===== src/rtl/bus_arbiter_pkg.sv =====
// Shared definitions for the core memory-port arbiter: bus widths, FSM state
// encodings and boolean constants.
package bus_arbiter_pkg;

  localparam int unsigned InstAddrBus = 32;  // address width of all buses
  localparam int unsigned InstBus     = 32;  // data width of all buses
  localparam int unsigned MemSelBus   = 4;   // byte-select width (InstBus/8)

  localparam logic True  = 1'b1;
  localparam logic False = 1'b0;

  // Arbiter FSM states (3-bit encoding)
  typedef enum logic [2:0] {
    ST_IDLE  = 3'd0,
    ST_IREQ  = 3'd1,
    ST_IWAIT = 3'd2,
    ST_DREQ  = 3'd3,
    ST_DWAIT = 3'd4
  } arb_state_e;

endpackage


===== src/rtl/bus_arbiter.sv =====
// Arbitrates the single core memory port between instruction fetch (ibus)
// and load/store (dbus). Fixed priority: dbus first. One outstanding memory
// transaction at a time; read data is registered to the owning requester.
//
// Ports:
//   clk, rst_n            core clock, async active-low reset
//   flush_i               pipeline flush (discards an in-flight fetch)
//   ibus_*                fetch request/address in, instruction + stall out
//   dbus_*                load/store request/fields in, load data + stall out
//   mem_valid_o/ready_i   request handshake toward memory
//   mem_we/sel/addr/wdata request payload toward memory
//   mem_rvalid_i/rdata_i  memory response (read data or write ack)
//
// A memory that never responds leaves the FSM waiting indefinitely.
module bus_arbiter
  import bus_arbiter_pkg::*;
#(
  parameter int unsigned ADDR_W = InstAddrBus,
  parameter int unsigned DATA_W = InstBus,
  parameter int unsigned SEL_W  = MemSelBus
) (
  input  logic              clk,
  input  logic              rst_n,
  input  logic              flush_i,
  input  logic              ibus_req_i,
  input  logic [ADDR_W-1:0] ibus_addr_i,
  output logic [DATA_W-1:0] ibus_data_o,
  output logic              ibus_stallreq_o,
  input  logic              dbus_req_i,
  input  logic              dbus_we_i,
  input  logic [SEL_W-1:0]  dbus_sel_i,
  input  logic [ADDR_W-1:0] dbus_addr_i,
  input  logic [DATA_W-1:0] dbus_wdata_i,
  output logic [DATA_W-1:0] dbus_rdata_o,
  output logic              dbus_stallreq_o,
  output logic              mem_valid_o,
  input  logic              mem_ready_i,
  output logic              mem_we_o,
  output logic [SEL_W-1:0]  mem_sel_o,
  output logic [ADDR_W-1:0] mem_addr_o,
  output logic [DATA_W-1:0] mem_wdata_o,
  input  logic              mem_rvalid_i,
  input  logic [DATA_W-1:0] mem_rdata_i
);

  arb_state_e        r_state;
  arb_state_e        w_state_nxt;
  logic              w_cap_i;
  logic              w_cap_d;
  logic              w_ibus_wr;
  logic              w_dbus_wr;
  logic              w_discard_nxt;

  logic              r_discard;
  logic              r_idone;
  logic              r_ddone;
  logic              r_valid;
  logic              r_we;
  logic [SEL_W-1:0]  r_sel;
  logic [ADDR_W-1:0] r_addr;
  logic [DATA_W-1:0] r_wdata;
  logic [DATA_W-1:0] r_ibus_data;
  logic [DATA_W-1:0] r_dbus_rdata;

  // State register
  always_ff @(posedge clk or negedge rst_n) begin
    if (!rst_n) begin
      r_state <= ST_IDLE;
    end else begin
      r_state <= w_state_nxt;
    end
  end

  // Next-state, capture and response-routing decisions
  always_comb begin
    w_state_nxt   = r_state;
    w_cap_i       = False;
    w_cap_d       = False;
    w_ibus_wr     = False;
    w_dbus_wr     = False;
    w_discard_nxt = r_discard;

    case (r_state)
      ST_IDLE: begin
        w_discard_nxt = False;
        // A requester whose done pulse is high still shows its just-served
        // request this cycle; re-granting it would issue a duplicate access.
        if (dbus_req_i && !r_ddone) begin
          w_cap_d     = True;
          w_state_nxt = ST_DREQ;
        end else if (ibus_req_i && !flush_i && !r_idone) begin
          w_cap_i     = True;
          w_state_nxt = ST_IREQ;
        end
      end
      ST_IREQ: begin
        if (flush_i) begin
          w_discard_nxt = True;
        end
        if (mem_ready_i) begin
          w_state_nxt = ST_IWAIT;
        end
      end
      ST_IWAIT: begin
        if (flush_i) begin
          w_discard_nxt = True;
        end
        if (mem_rvalid_i) begin
          // A flush arriving with the response also makes it stale
          w_ibus_wr     = !(r_discard || flush_i);
          w_discard_nxt = False;
          w_state_nxt   = ST_IDLE;
        end
      end
      ST_DREQ: begin
        if (mem_ready_i) begin
          w_state_nxt = ST_DWAIT;
        end
      end
      ST_DWAIT: begin
        if (mem_rvalid_i) begin
          w_dbus_wr   = True;
          w_state_nxt = ST_IDLE;
        end
      end
      default: begin
        w_discard_nxt = False;
        w_state_nxt   = ST_IDLE;
      end
    endcase
  end

  // Request capture, response data, done pulses and valid
  always_ff @(posedge clk or negedge rst_n) begin
    if (!rst_n) begin
      r_discard    <= False;
      r_idone      <= False;
      r_ddone      <= False;
      r_valid      <= False;
      r_we         <= False;
      r_sel        <= '0;
      r_addr       <= '0;
      r_wdata      <= '0;
      r_ibus_data  <= '0;
      r_dbus_rdata <= '0;
    end else begin
      r_discard <= w_discard_nxt;
      r_idone   <= w_ibus_wr;
      r_ddone   <= w_dbus_wr;
      r_valid   <= (w_state_nxt == ST_IREQ) || (w_state_nxt == ST_DREQ);
      if (w_cap_d) begin
        r_we    <= dbus_we_i;
        r_sel   <= dbus_sel_i;
        r_addr  <= dbus_addr_i;
        r_wdata <= dbus_wdata_i;
      end else if (w_cap_i) begin
        r_we    <= False;
        r_sel   <= {SEL_W{1'b1}};
        r_addr  <= ibus_addr_i;
        r_wdata <= '0;
      end
      if (w_ibus_wr) begin
        r_ibus_data <= mem_rdata_i;
      end
      if (w_dbus_wr) begin
        r_dbus_rdata <= mem_rdata_i;
      end
    end
  end

  assign mem_valid_o     = r_valid;
  assign mem_we_o        = r_we;
  assign mem_sel_o       = r_sel;
  assign mem_addr_o      = r_addr;
  assign mem_wdata_o     = r_wdata;
  assign ibus_data_o     = r_ibus_data;
  assign dbus_rdata_o    = r_dbus_rdata;
  assign ibus_stallreq_o = ibus_req_i & !r_idone;
  assign dbus_stallreq_o = dbus_req_i & !r_ddone;

endmodule


===== config.mk =====
export PLATFORM = sky130hd
export DESIGN_NAME = bus_arbiter
export DESIGN_NICKNAME = d
export VERILOG_FILES = /design/src/rtl/bus_arbiter_pkg.sv /design/src/rtl/bus_arbiter.sv
export SDC_FILE = /design/constraint.sdc
export NUM_CORES = 1
export LEC_CHECK = 0
export CELL_PAD_IN_SITES_DETAIL_PLACEMENT = 0
export CELL_PAD_IN_SITES_GLOBAL_PLACEMENT = 1
export CORE_AREA = 5 5 150 152
export DETAILED_ROUTE_END_ITERATION = 7
export DIE_AREA = 0 0 155 157
export PLACE_DENSITY_LB_ADDON = 0.25
export SYNTH_ARGS = -nofsm -noshare
export SYNTH_HDL_FRONTEND = slang
export SYNTH_SLANG_ARGS = --single-unit

===== constraint.sdc =====
create_clock -name clk -period 1.7 [get_ports clk]
set_clock_uncertainty 0.2 [all_clocks]
set_input_delay 0.17 -clock clk [delete_from_list [all_inputs] [get_ports clk]]
set_output_delay 0.17 -clock clk [all_outputs]
set_load 0.1 [all_outputs]

==> results.md <==
* Run status: finished with violations
* Failing checks: negative setup slack
* Critical path's largest stage delay at 0.39 ns
* CORE AREA at 0.02089 mm²
* Final worst path period need at 1.845 ns
* Routed vias at 5047
* Yosys warnings at 0
* Drt initial violations at 177
* CTS Sinks at 140
* Post-synth top flop: dfrtp_1
* Final period util at 108.5%
* Max_cap viols at 0
* Ys async rst share at 100.0%
* Clk pin slew, worst setup/hold paths at 0.07 ns
* Sequential area share after synthesis at 58.41%
* Syn Inst Count at 438
* Initial core utilization at 28.72%
* Antenna viol nets, final at 0
* Drt pass-1 iters at 4
* CP arrival at 1.93 ns
* # diodes at 0
* Post-route setup slack at -0.1446 ns
* Tot GR Track Use at 17.07%
* Crit Path Category: register to register
* Crit path buf inv count at 3
* Vias per inst at 4.820
* RSZ-0062 raised after global routing: yes
* Final hold viol count at 0
* Routability cong. at 0.7907
* Hold WS at 0.05943 ns
* Worst Tran Pin Value at 0.4938 ns
* HPWL Detailed at 14.89 mm
* Worst hold path class: primary input to async pin
* Vias in the first global route at 5601
* DIE AREA at 0.02434 mm²
* Clk buf depth at 2
* Initial antenna violation count at 0
* Root buffer cell: clkbuf_16
* Maximum clock frequency at 542.1 MHz
* Crit-path cells: buf_6 -> or3b_4 -> a2bb2o_4 -> buf_6 -> clkbuf_16 -> o221ai_2
* TritonCTS buffer count at 17
* Drt drc at 0
* Worst skew pair latency at 0.42 ns
* CP required at 1.79 ns
* H-tree levels at 4
* CP dominant cell by count: buf_6
* Distinct cells, synth at 30
* Max Slew Vio Count at 0
* Post-layout nets at 899
* Area of the mapped netlist at 0.005998 mm²
* Final Non-Filler Cells at 1047
* Avg Cell Area, Syn at 13.69 µm²
* Final setup vio count at 126
* Synthesis-to-finish area growth at 102.3%
* Detailed Route WL at 21.60 mm
* Avg WL per Cell at 20.63 µm
* CP max FO at 6
* IO buf count at 275
* Wire length of the first global-routing pass at 32.49 mm
* Largest net degree at the start of global routing at 46
* Io pins at 276
* Row count at 53
* Total grt overflow at 0
* Share of cells above drive strength 1 at 46.76%
* Die H at 157 µm
* TritonCTS clock tree: done
* EDFF count, synth at 0
* Post-synthesis net count at 578
* Startpoint type of the worst setup path: register
* Yosys reg bits at 140
* Slowest cell on crit path: dfrtp_1
* Crit path capture type: register
* Chip width at 155 µm
* CP top delay family: flip-flops
* DP Cell Count at 990
* Relative slew slack at 67.08%
-- placed cells by master (no fill, tap or decap), drive strengths merged, types with 2 or more instances in the layout --
cell	n
buf	196
dfrtp	140
clkdlybuf4s50	138
mux2	65
inv	39
nor2	36
a22o	33
o221ai	32
o2111ai	32
clkbuf	23
nand2	5
o22a	4
clkinvlp	3
clkinv	3
a211oi	2
o21ai	2
o22ai	2
bufinv	2
nand2b	2
nor2b	2
-- sequential cells by signal, summed over array words and instances (netlist names), 3 cells and up --
| register | flops |
|---|---|
| dbus_rdata_o | 32 |
| mem_wdata_o | 32 |
| r_state | 3 |
| ibus_data_o | 32 |
| mem_addr_o | 32 |
| mem_sel_o | 4 |
-- repair_timing --
| action | in CTS | in global routing |
|---|---|---|
| cloned | 6 | 4 |
| setup endpoints to repair | 132 | 134 |
| hold buffers | 1 | 0 |
| gates resized for setup | 55 | 40 |
| buffers inserted | 10 | 7 |
| pin swaps | 3 | 16 |
| hold endpoints to repair | 140 | 0 |
-- layout make-up --
type / count / area, µm²
clock buffers: 19 / 452.9
flip-flops and latches: 140 / 3503
inverters: 34 / 131.4
multi-input cells: 227 / 2517
clock inverters: 13 / 152.6
well taps: 275 / 344.1
repair buffers: 339 / 5031
fillers: 1668 / 8756
-- worst register-to-register path: cells and delay by family (launching register included) --
kind / cells / cell delay [ns]
AND/OR/NAND/NOR: 1 / 0.39
AO/OA/AOI/OAI: 2 / 0.34
buffers and inverters: 3 / 0.40
flip-flops: 1 / 0.39
-- logic make-up after synthesis --
logic type | after synthesis | share of synthesized area (%)
multiplexers | 65 | 12.20
flip-flops | 140 | 58.41
AND/OR/NAND/NOR | 52 | 4.297
AO/OA/AOI/OAI | 110 | 19.23
buffers and inverters | 71 | 5.862
-- path summary, 6_finish.rpt --
check                                            start  slack, ns                           end  cells past startpoint
min in group clk                        ibus_addr_i[6]       0.16     mem_addr_o[6]$_DFFE_PN0P_                      3
max                                  r_ddone$_DFF_PN0_      -0.14     mem_addr_o[7]$_DFFE_PN0P_                      6
max in group asynchronous                        rst_n       0.62  dbus_rdata_o[18]$_DFFE_PN0P_                      3
min reg2reg                mem_wdata_o[15]$_DFFE_PN0P_       0.36   mem_wdata_o[15]$_DFFE_PN0P_                      1
max reg2reg                          r_ddone$_DFF_PN0_      -0.14     mem_addr_o[7]$_DFFE_PN0P_                      6
min                                              rst_n       0.06    mem_addr_o[15]$_DFFE_PN0P_                      2
-- stage by stage --
stage                     setup slack, ns  area (µm²)  setup TNS, ns  utilization, %
after floorplan                  -0.06278        6042         -3.322               -
after global placement            -0.3043       10690         -30.41           51.16
after detailed placement          -0.3537       10690         -31.79           51.16
after CTS                         -0.1612       11770         -11.47           56.32
after global routing              -0.1855       12130         -17.84           58.08
final                             -0.1446       12130         -11.62           58.08
-- cell usage after synthesis, types with 2 or more instances --
cell type	count	area (µm²)
a211oi_1	2	15.01
a22o_1	33	289.0
buf_2	14	70.07
buf_4	2	15.01
buf_6	8	90.09
clkbuf_1	13	48.80
dfrtp_1	140	3503
inv_1	34	127.6
mux2_2	65	732.0
nand2_1	5	18.77
nand2b_1	2	12.51
nor2_1	34	127.6
nor2_2	2	12.51
nor2b_1	2	12.51
o2111ai_1	32	280.3
o21ai_0	2	10.01
o221ai_1	2	17.52
o221ai_2	30	450.4
o22a_1	4	35.03
o22ai_1	2	12.51
-- metal layers --
metal,vias to the layer above,routed length [µm],GRT usage [%]
met1,2540,8632,20.47
met2,207,10430,27.73
li1,2276,-,-
met3,24,2156,8.001
met4,0,382,4.668
met5,-,0,0
Power is not shown: default switching activity piles up to over one toggle a cycle in this logic, so the estimate is an artifact.
